`src/rtl/raminfr_pkg.sv`:
```
// Shared geometry defaults and word/address types for the raminfr scratch RAM.
package raminfr_pkg;
    localparam int RAMINFR_ADDR_W = 5;
    localparam int RAMINFR_DATA_W = 4;

    typedef logic [RAMINFR_ADDR_W-1:0] raminfr_addr_t;
    typedef logic [RAMINFR_DATA_W-1:0] raminfr_data_t;
endpackage

```
`src/rtl/raminfr.sv`:
```
// Dual-port distributed RAM: port A synchronous write plus async read, port B async read.
// A synchronous reset clears every word in a single edge.
module raminfr
    import raminfr_pkg::*;
#(
    parameter int ADDR_W = RAMINFR_ADDR_W,
    parameter int DATA_W = RAMINFR_DATA_W
) (
    input  logic              clk,
    input  logic              rst,
    input  logic              we,
    input  logic [ADDR_W-1:0] a,
    input  logic [ADDR_W-1:0] dpra,
    input  logic [DATA_W-1:0] di,
    output logic [DATA_W-1:0] spo,
    output logic [DATA_W-1:0] dpo
);
    localparam int DEPTH = 2 ** ADDR_W;

    logic [DATA_W-1:0] mem_q [DEPTH];

    // Reset wins over a write in the same cycle; the clear is the only non-LUT-RAM behaviour.
    always_ff @(posedge clk) begin
        if (rst) begin
            for (int i = 0; i < DEPTH; i++) begin
                mem_q[i] <= '0;
            end
        end else if (we) begin
            mem_q[a] <= di;
        end
    end

    assign spo = mem_q[a];
    assign dpo = mem_q[dpra];
endmodule

```
`config.mk`:
```
export PLATFORM = sky130hd
export DESIGN_NAME = raminfr
export DESIGN_NICKNAME = d
export VERILOG_FILES = /design/src/rtl/raminfr_pkg.sv /design/src/rtl/raminfr.sv
export SDC_FILE = /design/constraint.sdc
export NUM_CORES = 1
export LEC_CHECK = 0
export CORE_ASPECT_RATIO = 0.75
export CORE_MARGIN = 2
export CORE_UTILIZATION = 56
export CTS_CLUSTER_DIAMETER = 150
export DETAILED_ROUTE_END_ITERATION = 7
export PLACE_DENSITY = 0.82
export SLEW_MARGIN = 20
export SYNTH_ARGS = -nofsm -noshare
export SYNTH_HDL_FRONTEND = slang
export SYNTH_SLANG_ARGS = --single-unit
export TNS_END_PERCENT = 100
```
`constraint.sdc`:
```
create_clock -name clk -period 2.37 [get_ports clk]
set_input_delay 0.474 -clock clk [delete_from_list [all_inputs] [get_ports clk]]
set_output_delay 0.474 -clock clk [all_outputs]
set_load 0.02 [all_outputs]
```
=== After elaboration in Yosys (flattened, before gate mapping) ===
Memories as Yosys holds them, arrays and structs flattened.
Index checks and enable logic that the tools add are counted.

* Bits in registers: 0
* Bits in latches: 0
* Memory bits (writable): 128
* Bits in read-only memories: 0
* Input port bits: 17
* Output and inout port bits: 8
* Memories: 1

{| class="wikitable"
|+ Memories
! name !! words !! bits a word !! rd ports !! clocked after Yosys merged registers in !! write ports !! line !! RTL
|-
| mem_q || 32 || 4 || 2 || 0 || 32 || raminfr.sv:20 || <nowiki>logic [DATA_W-1:0] mem_q [DEPTH];</nowiki>
|}

* $add $sub $neg: 0
* Multipliers: 0
* Div/mod/pow operators: 0
* Magnitude comparators: 0
* Eq/ne operators: 0
* Shift operators: 0
* Mux-type cells: 8
* Bitwise logic cells: 0
* Reduce and logical (&&, ||, !) cells: 1

{| class="wikitable"
|+ Operator list
! kind !! number
|-
| 2-to-1 mux 1 bit || 6
|-
| 2-to-1 mux 5 bit || 1
|-
| 2-to-1 mux 4 bit || 1
|-
| OR reduction 4 bit || 1
|}

=== Logic depth before layout (Yosys ltp) ===
Gate-level depths: netlist (run 1).

* Word-level depth: 5
* Gate-level depth with buffers: 5

=== Worst setup path before layout (run 1) ===
OpenSTA, ideal clock, no wires.

* Path type: input to output
* Start point: input port dpra[1]
* End point: output port dpo[0]
* Data arrival time: 2.095 ns
* Data required time: 1.896 ns
* Slack: -0.199 ns
* Stages on the path: 5
* Path buffers: 2
* Cell sequence: buf_2 > buf_6 > mux4_2 > mux4_2 > mux2_2

* Word-level cells in the longest chain between the ends: 1

{| class="wikitable"
|+ Ends and longest elaborated chain
! item !! line !! RTL
|-
| start, declared || raminfr.sv:13 || <nowiki>input logic [ADDR_W-1:0] dpra,</nowiki>
|-
| memory read (32 x 4 bit) || - ||
|-
| end, declared || raminfr.sv:16 || <nowiki>output logic [DATA_W-1:0] dpo</nowiki>
|}

No other way between the ends.

==> impl_metrics.ini, run 1 <==
[timing]
max_freq_ghz = 0.358
slew_headroom = 0.662
finalHoldViolations = 0
setup_viol = 8
worst_slew_pin_slew_ns = 0.505
period_share = 1.18
setup_slack_ns = -0.425
slew_violations = 0
finalCriticalPeriod_ns = 2.80
rsz0062_at_grt = true

[cts]
clkSlewWorstSetupHoldPaths_ns = 0.06
cts_buffer_depth = 2
cts_hold_buffers = 0
cts_tree = done
cts_buffers = 17
h-tree-depth = 4
cts_root_buf = clkbuf_16
cts.sinks = 128

[drt]
drt_iter0_drc = 573
routedWlPerCell_um = 29.1
vias = 4875
dr.pass1.iters = 5
drt-vias-per-instance = 6.71
wirelength_um = 21100
drc = 0
final_antenna_net_count = 0

[layout]
syn_to_final_growth_pct = 23.6
layout-drive-gt1-share = 0.423
top_regs = mem_q: 128 flops
regMostFlops = mem_q
antenna_cells = 0
fillers = 798
nets = 564
most-common-layout-cells = 128 x and2_1, 128 x edfxtp_1, 72 x mux4_2
fin_area_um2 = 8780
largest_register_ffs = 128

[placement]
io_buffers = 24
gp_congestion = 1.02
placed_cell_area_um2 = 7960
hpwl_um = 14900
pre_cts_ws_ns = -1.01

[global_routing]
grt_pass1_vias = 4753
grt_usage = 0.333
overflow = 0
antenna_found_initial = 0
grt_pass1_wl_um = 31300
grt_max_degree = 36

[worst_setup_path]
slowest_stage = mux4_2
worstSetupEndpointType = primary output
cp_common_cell = mux4_2
cp_max_fo = 2
cp_num_buf_inv = 1
worstPathRequired_ns = 1.90
cp-start-kind = flop
crit_chain = mux4_2 -> mux4_2 -> mux2_4 -> buf_6
cp.arrival_ns = 2.32
max_stage_delay_ns = 0.50
cpLargestDelayFamily = multiplexers
worstSetupPathType = flop to primary output

[power]
power_density_nw_per_um2 = 700
ir_drop_mv = 0.538
leakage_nw = 3.16

[floorplan]
core_area_um2 = 12300
die_area_um2 = 13600
die_w_um = 134
io_pins = 25
die_h_um = 102
rows = 35
start_util = 0.576

[job]
maxCapViolations = 0

[yosys]
synthDistinctLibCells = 23
ys_ff_latch = 128
syn_area_per_cell_um2 = 15.0
syn_area_um2 = 7110
synthCells = 474
synth-seq-area-share = 0.541
yosys_warnings = 0
syn_nets = 491

[outcome]
failed_checks = setup timing
status = complete, but fails checks

[min_path]
hold_path_class = primary input to flop
-- logic make-up (layout without fill, tap and decap cells) --
logic type	after synthesis	after routing	share of synthesized area
AO/OA/AOI/OAI	16	16	0.0169
flip-flops	128	128	0.541
multiplexers	76	76	0.234
AND/OR/NAND/NOR	216	216	0.184
buffers and inverters	38	124	0.0239
-- area by class of cell --
type                       count  area [um^2]  area share
clock buffer                  18          429      0.0489
clock inverter                14          156      0.0178
multi-input combinational    308         3180       0.362
sequential                   128         3840       0.438
tap                          166          208      0.0236
timing repair buffer          92          967       0.110
-- metrics by stage --
stage / TNS [ns] / utilization / std cells / power [W] / hold WS (ns)
floorplan: -0.276 / - / 474 / 0.00317 / 0.672
global placement: -32.77 / 0.645 / 684 / 0.00348 / 1.41
detailed placement: -42.10 / 0.645 / 684 / 0.00349 / 1.42
CTS: -1.91 / 0.707 / 722 / 0.00613 / 0.975
global route: -2.23 / 0.711 / 726 / 0.00629 / 1.00
finish: -2.05 / 0.711 / 726 / 0.00615 / 0.988
-- tightest hold or removal path, delay by kind of cell --
kind,cells,cell delay [ns]
AND/OR/NAND/NOR,1,0.15
buffers and inverters,2,0.62
-- power breakdown --
part | leakage [nW] | internal [W] | switching [W]
clock network | 0.279 | 0.00156 | 0.00105
logic | 1.66 | 0.000423 | 0.000373
registers | 1.22 | 0.00262 | 0.000122
total | 3.16 | 0.00460 | 0.00154
-- worst paths after layout --
kind / startpoint / endpoint / depth (start not counted)
hold / removal: di[0] / mem_q[22][0] / 3
setup / recovery: mem_q[19][3] / dpo[3] / 4
-- layer usage --
metal | GRT usage | routed length [um] | vias up
li1 | - | - | 1972
met5 | 0 | 0 | -
met2 | 0.483 | 9320 | 383
met4 | 0.0818 | 418 | 0
met1 | 0.464 | 8210 | 2480
met3 | 0.157 | 3190 | 40
-- synthesized netlist by cell type --
master	instances	area share
or2_2	32	0.028
nand4_1	4	0.0035
and2_1	128	0.11
or4b_2	1	0.0014
nand4bb_1	2	0.0032
and3_1	1	0.00088
nor2_1	32	0.017
nor3_1	1	0.00070
nand3_1	1	0.00070
and3b_1	3	0.0037
mux4_2	72	0.23
buf_2	4	0.0028
edfxtp_1	128	0.54
nor3b_1	3	0.0032
mux2_2	4	0.0063
nand3b_1	3	0.0032
clkbuf_1	29	0.015
nand4b_1	1	0.0012
a22oi_1	16	0.017
buf_6	3	0.0048
buf_1	2	0.0011
or3b_2	3	0.0037
or3_1	1	0.00088
-- repair_timing --
action                                  CTS  global route
endpoints found under the setup margin    8             8
gates cloned                              3             0
hold endpoints to repair                  0             0
setup buffers                             3             4
pin swaps                                 8             5
gates resized for setup                  71             6
Power figures use the tool's default switching activity.
==> inputs of run 2 (changes only) <==
--- a/config.mk
+++ b/config.mk
@@ -11,6 +11,7 @@
 export CTS_CLUSTER_DIAMETER = 150
 export DETAILED_ROUTE_END_ITERATION = 7
 export PLACE_DENSITY = 0.82
+export SETUP_SLACK_MARGIN = 0.15
 export SLEW_MARGIN = 20
 export SYNTH_ARGS = -nofsm -noshare
 export SYNTH_HDL_FRONTEND = slang
==> impl_metrics.ini, run 2 (synthesis results as in run 1) <==
[timing]
slew_violations = 0
setup_slack_ns = -0.458
timing.hold.ws_ns = 1.02
rsz0062_at_grt = true
max_freq_ghz = 0.354
period_share = 1.19
worst_slew_pin_slew_ns = 0.411
slew_headroom = 0.726
finalCriticalPeriod_ns = 2.83
setup_viol = 8
finalHoldViolations = 0

[layout]
layout-drive-gt1-share = 0.420
syn_to_final_growth_pct = 23.9
top_regs = mem_q: 128 flops
regMostFlops = mem_q
largest_register_ffs = 128
most-common-layout-cells = 128 x and2_1, 128 x edfxtp_1, 72 x mux4_2
nets = 563

[cts]
cts_tree = done
cts.sinks = 128
cts_buffers = 17
cts_buffer_depth = 2
h-tree-depth = 4
cts_root_buf = clkbuf_16
clkSlewWorstSetupHoldPaths_ns = 0.06
cts_hold_buffers = 0

[worst_setup_path]
crit_chain = mux4_2 -> mux4_2 -> mux2_4 -> buf_6
cp.arrival_ns = 2.35
cp_max_fo = 2
max_stage_delay_ns = 0.51
cp-start-kind = flop
worstSetupEndpointType = primary output
worstSetupPathType = flop to primary output
cp_common_cell = mux4_2
worstPathRequired_ns = 1.90
slowest_stage = mux4_2

[drt]
drc = 0
drt_iter0_drc = 676
vias = 5028
wirelength_um = 21200
drt-vias-per-instance = 6.93
final_antenna_net_count = 0
routedWlPerCell_um = 29.2
dr.pass1.iters = 7

[outcome]
failed_checks = setup timing
status = complete, but fails checks

[placement]
gp_congestion = 1.04
hpwl_um = 14300
io_buffers = 24

[power]
power_density_nw_per_um2 = 716
internal_power_w = 0.00478
power_frac_comb = 0.124
p_clk_frac = 0.440
netSwitchingFraction = 0.241
switching_power_w = 0.00152
power_w = 0.00631
leakage_nw = 3.17
ir_drop_mv = 0.536
sequentialPowerShare = 0.436

[min_path]
hold_path_depth = 5
hold_path_class = primary input to flop

[floorplan]
io_pins = 25
rows = 35
die_h_um = 102
die_w_um = 134
start_util = 0.576
die_area_um2 = 13600
core_area_um2 = 12300

[global_routing]
grt_usage = 0.330
overflow = 0
antenna_found_initial = 1
grt_pass1_vias = 4893
grt_pass1_wl_um = 30900
grt_max_degree = 36

[job]
maxCapViolations = 0
## run 2: cell types whose count changed in the layout (fill, tap and decap cells not counted), sizes merged
cell	change
bufinv	+2
clkinv	+2
dlygate4sd2	-2
buf	-1
clkinvlp	-1
diode	+1
inv	-2
clkbuf	-1
clkdlybuf4s50	+2
## run 2: critical path: cells and delay by family, from the launching register on
family / cells / cell delay, ns
buffers and inverters: 1 / 0.13
flip-flops: 1 / 0.48
multiplexers: 3 / 1.32
## run 2: area by class of cell
| cell class | count | area, um^2 |
|---|---|---|
| fillers | 786 | 3550 |
| multi-input cells | 308 | 3180 |
| diodes | 1 | 2.50 |
| repair buffers | 91 | 956 |
| flip-flops and latches | 128 | 3840 |
| well taps | 166 | 208 |
| clock buffers | 17 | 425 |
| clock inverters | 15 | 191 |
## run 2: power groups by stage
stage / clock network (W) / registers, W / logic, W
global placement: 0 / 0.00277 / 0.000683
global route: 0.00287 / 0.00275 / 0.000806
CTS: 0.00277 / 0.00273 / 0.000764
floorplan: 0 / 0.00269 / 0.000482
detailed placement: 0 / 0.00277 / 0.000703
finish: 0.00278 / 0.00275 / 0.000783
## run 2: final timing paths
kind                          from           to  slack (ns)
worst max-delay path  mem_q[30][1]       dpo[1]       -0.46
worst min-delay path          a[0]  mem_q[8][3]        1.02
## run 2: through the flow
stage          worst slack (ns)  setup TNS, ns  utilization  cells  area [um^2]
3_5_place_dp             -0.975         -25.56        0.646    687         7970
6_report                 -0.458          -2.22        0.713    726         8800
3_3_place_gp             -0.943         -19.69        0.646    687         7970
2_1_floorplan           -0.0691         -0.276            -    474         7200
5_1_grt                  -0.464          -2.31        0.713    725         8800
4_1_cts                  -0.424          -1.86        0.712    725         8800
## run 2: what timing repair did
action | in CTS | in global routing
cloned | 4 | 0
pin swaps | 13 | 2
buffers inserted | 2 | 0
endpoints found under the setup margin | 39 | 8
gates resized for setup | 71 | 3
## run 2: layer usage
layer,vias up,routed length (um),global-route usage
met5,-,0,0
met4,0,819,0.127
met3,86,3040,0.118
met2,446,9380,0.493
met1,2527,7930,0.451
li1,1969,-,-
==> inputs of run 3 (changes only) <==
--- a/config.mk
+++ b/config.mk
@@ -6,7 +6,7 @@
 export NUM_CORES = 1
 export LEC_CHECK = 0
 export CORE_ASPECT_RATIO = 0.75
-export CORE_MARGIN = 2
+export CORE_MARGIN = 5
 export CORE_UTILIZATION = 56
 export CTS_CLUSTER_DIAMETER = 150
 export DETAILED_ROUTE_END_ITERATION = 7
==> impl_metrics.ini, run 3 (synthesis results as in run 1) <==
[layout]
syn_to_final_growth_pct = 24.2
utilization = 0.715
largest_register_ffs = 128
most-common-layout-cells = 128 x and2_1, 128 x edfxtp_1, 72 x mux4_2
antenna_cells = 0
fin_area_um2 = 8830
fillers = 780
layout-drive-gt1-share = 0.422
top_regs = mem_q: 128 flops
multi_input_area_um2 = 3190
nets = 566
seqCellArea_um2 = 3840
regMostFlops = mem_q

[power]
power_w = 0.00612
leakage_nw = 3.18
power_density_nw_per_um2 = 693
ir_drop_mv = 0.550

[timing]
worst_slew_pin_slew_ns = 0.422
setup_viol = 8
max_freq_ghz = 0.358
slew_violations = 0
slew_headroom = 0.719
rsz0062_at_grt = true
setup_slack_ns = -0.421
timing.hold.ws_ns = 0.970
finalHoldViolations = 0
period_share = 1.18
finalCriticalPeriod_ns = 2.79

[cts]
clkSlewWorstSetupHoldPaths_ns = 0.06
h-tree-depth = 4
cts_buffers = 17
cts_buffer_depth = 2
cts_root_buf = clkbuf_16
cts_hold_buffers = 0
cts.sinks = 128
cts_tree = done

[worst_setup_path]
worstSetupPathType = flop to primary output
cp_max_fo = 2
startpoint = mem_q[15][3]
worstSetupEndpointType = primary output
endpoint = dpo[3]
cp-start-kind = flop
worstPathRequired_ns = 1.90
cp.arrival_ns = 2.32

[floorplan]
io_pins = 25
die_h_um = 108
rows = 35
die_w_um = 140
start_util = 0.576
die_area_um2 = 15100
core_area_um2 = 12300

[min_path]
hold_path_class = primary input to flop
hold_path_depth = 3

[placement]
placed_cell_area_um2 = 8000
io_buffers = 24
hpwl_um = 14700
gp_congestion = 1.03

[global_routing]
gr-usage-met2 = 0.396
grt_use_met3 = 0.134
grt_use_met1 = 0.418
gr-max-usage-layer = met1
overflow = 0
grt_pass1_vias = 4742
grt_pass1_wl_um = 30700
grt_usage = 0.289
grt_max_degree = 36
antenna_found_initial = 0

[drt]
drc = 0
routedWlPerCell_um = 28.9
wirelength_um = 21000
vias = 4831
drt_iter0_drc = 840
drt-vias-per-instance = 6.66
final_antenna_net_count = 0
dr.pass1.iters = 5

[job]
maxCapViolations = 0

[outcome]
status = complete, but fails checks
failed_checks = setup timing
-- run 3: how the worst min path moves through the flow --
stage | startpoint | to
detailed placement | di[2] | mem_q[22][2]
finish | di[2] | mem_q[22][2]
global route | di[2] | mem_q[22][2]
CTS | di[2] | mem_q[22][2]
floorplan | di[3] | mem_q[0][3]
global placement | di[2] | mem_q[22][2]
-- run 3: repair_timing --
| item | in CTS | in global routing |
|---|---|---|
| pin swaps | 11 | 3 |
| resized for setup | 70 | 4 |
| cloned | 3 | 2 |
| endpoints found under the setup margin | 72 | 16 |
| setup buffers | 1 | 1 |
-- run 3: final cells by class --
cell class / instances / share of cell area
Timing Repair Buffer: 94 / 0.115
Tap cell: 166 / 0.0235
Sequential cell: 128 / 0.435
Clock inverter: 12 / 0.0164
Multi-Input combinational cell: 308 / 0.362
Clock buffer: 17 / 0.0482
-- run 3: per-layer routing --
metal | vias up | wire length (um)
met3 | 41 | 3540
met2 | 394 | 8700
met1 | 2418 | 8300
li1 | 1978 | -
met4 | 0 | 420
met5 | - | 0
-- run 3: report_power, final --
| part | total (W) | switching [W] | internal, W |
|---|---|---|---|
| clock network | 0.00258 | 0.000957 | 0.00162 |
| registers | 0.00274 | 0.000126 | 0.00262 |
| logic | 0.000789 | 0.000361 | 0.000429 |
-- run 3: through the flow --
stage | std cells | setup TNS (ns) | worst slack (ns)
global route | 725 | -2.19 | -0.455
CTS | 722 | -1.75 | -0.417
finish | 725 | -1.92 | -0.421
detailed placement | 689 | -51.52 | -0.975
global placement | 689 | -50.42 | -0.960
floorplan | 474 | -0.276 | -0.0691
-- run 3: critical path, stage by stage (launching register included) --
cell	delay (ns)
edfxtp_1	0.50
mux4_2	0.53
mux4_2	0.47
mux2_4	0.27
buf_6	0.13
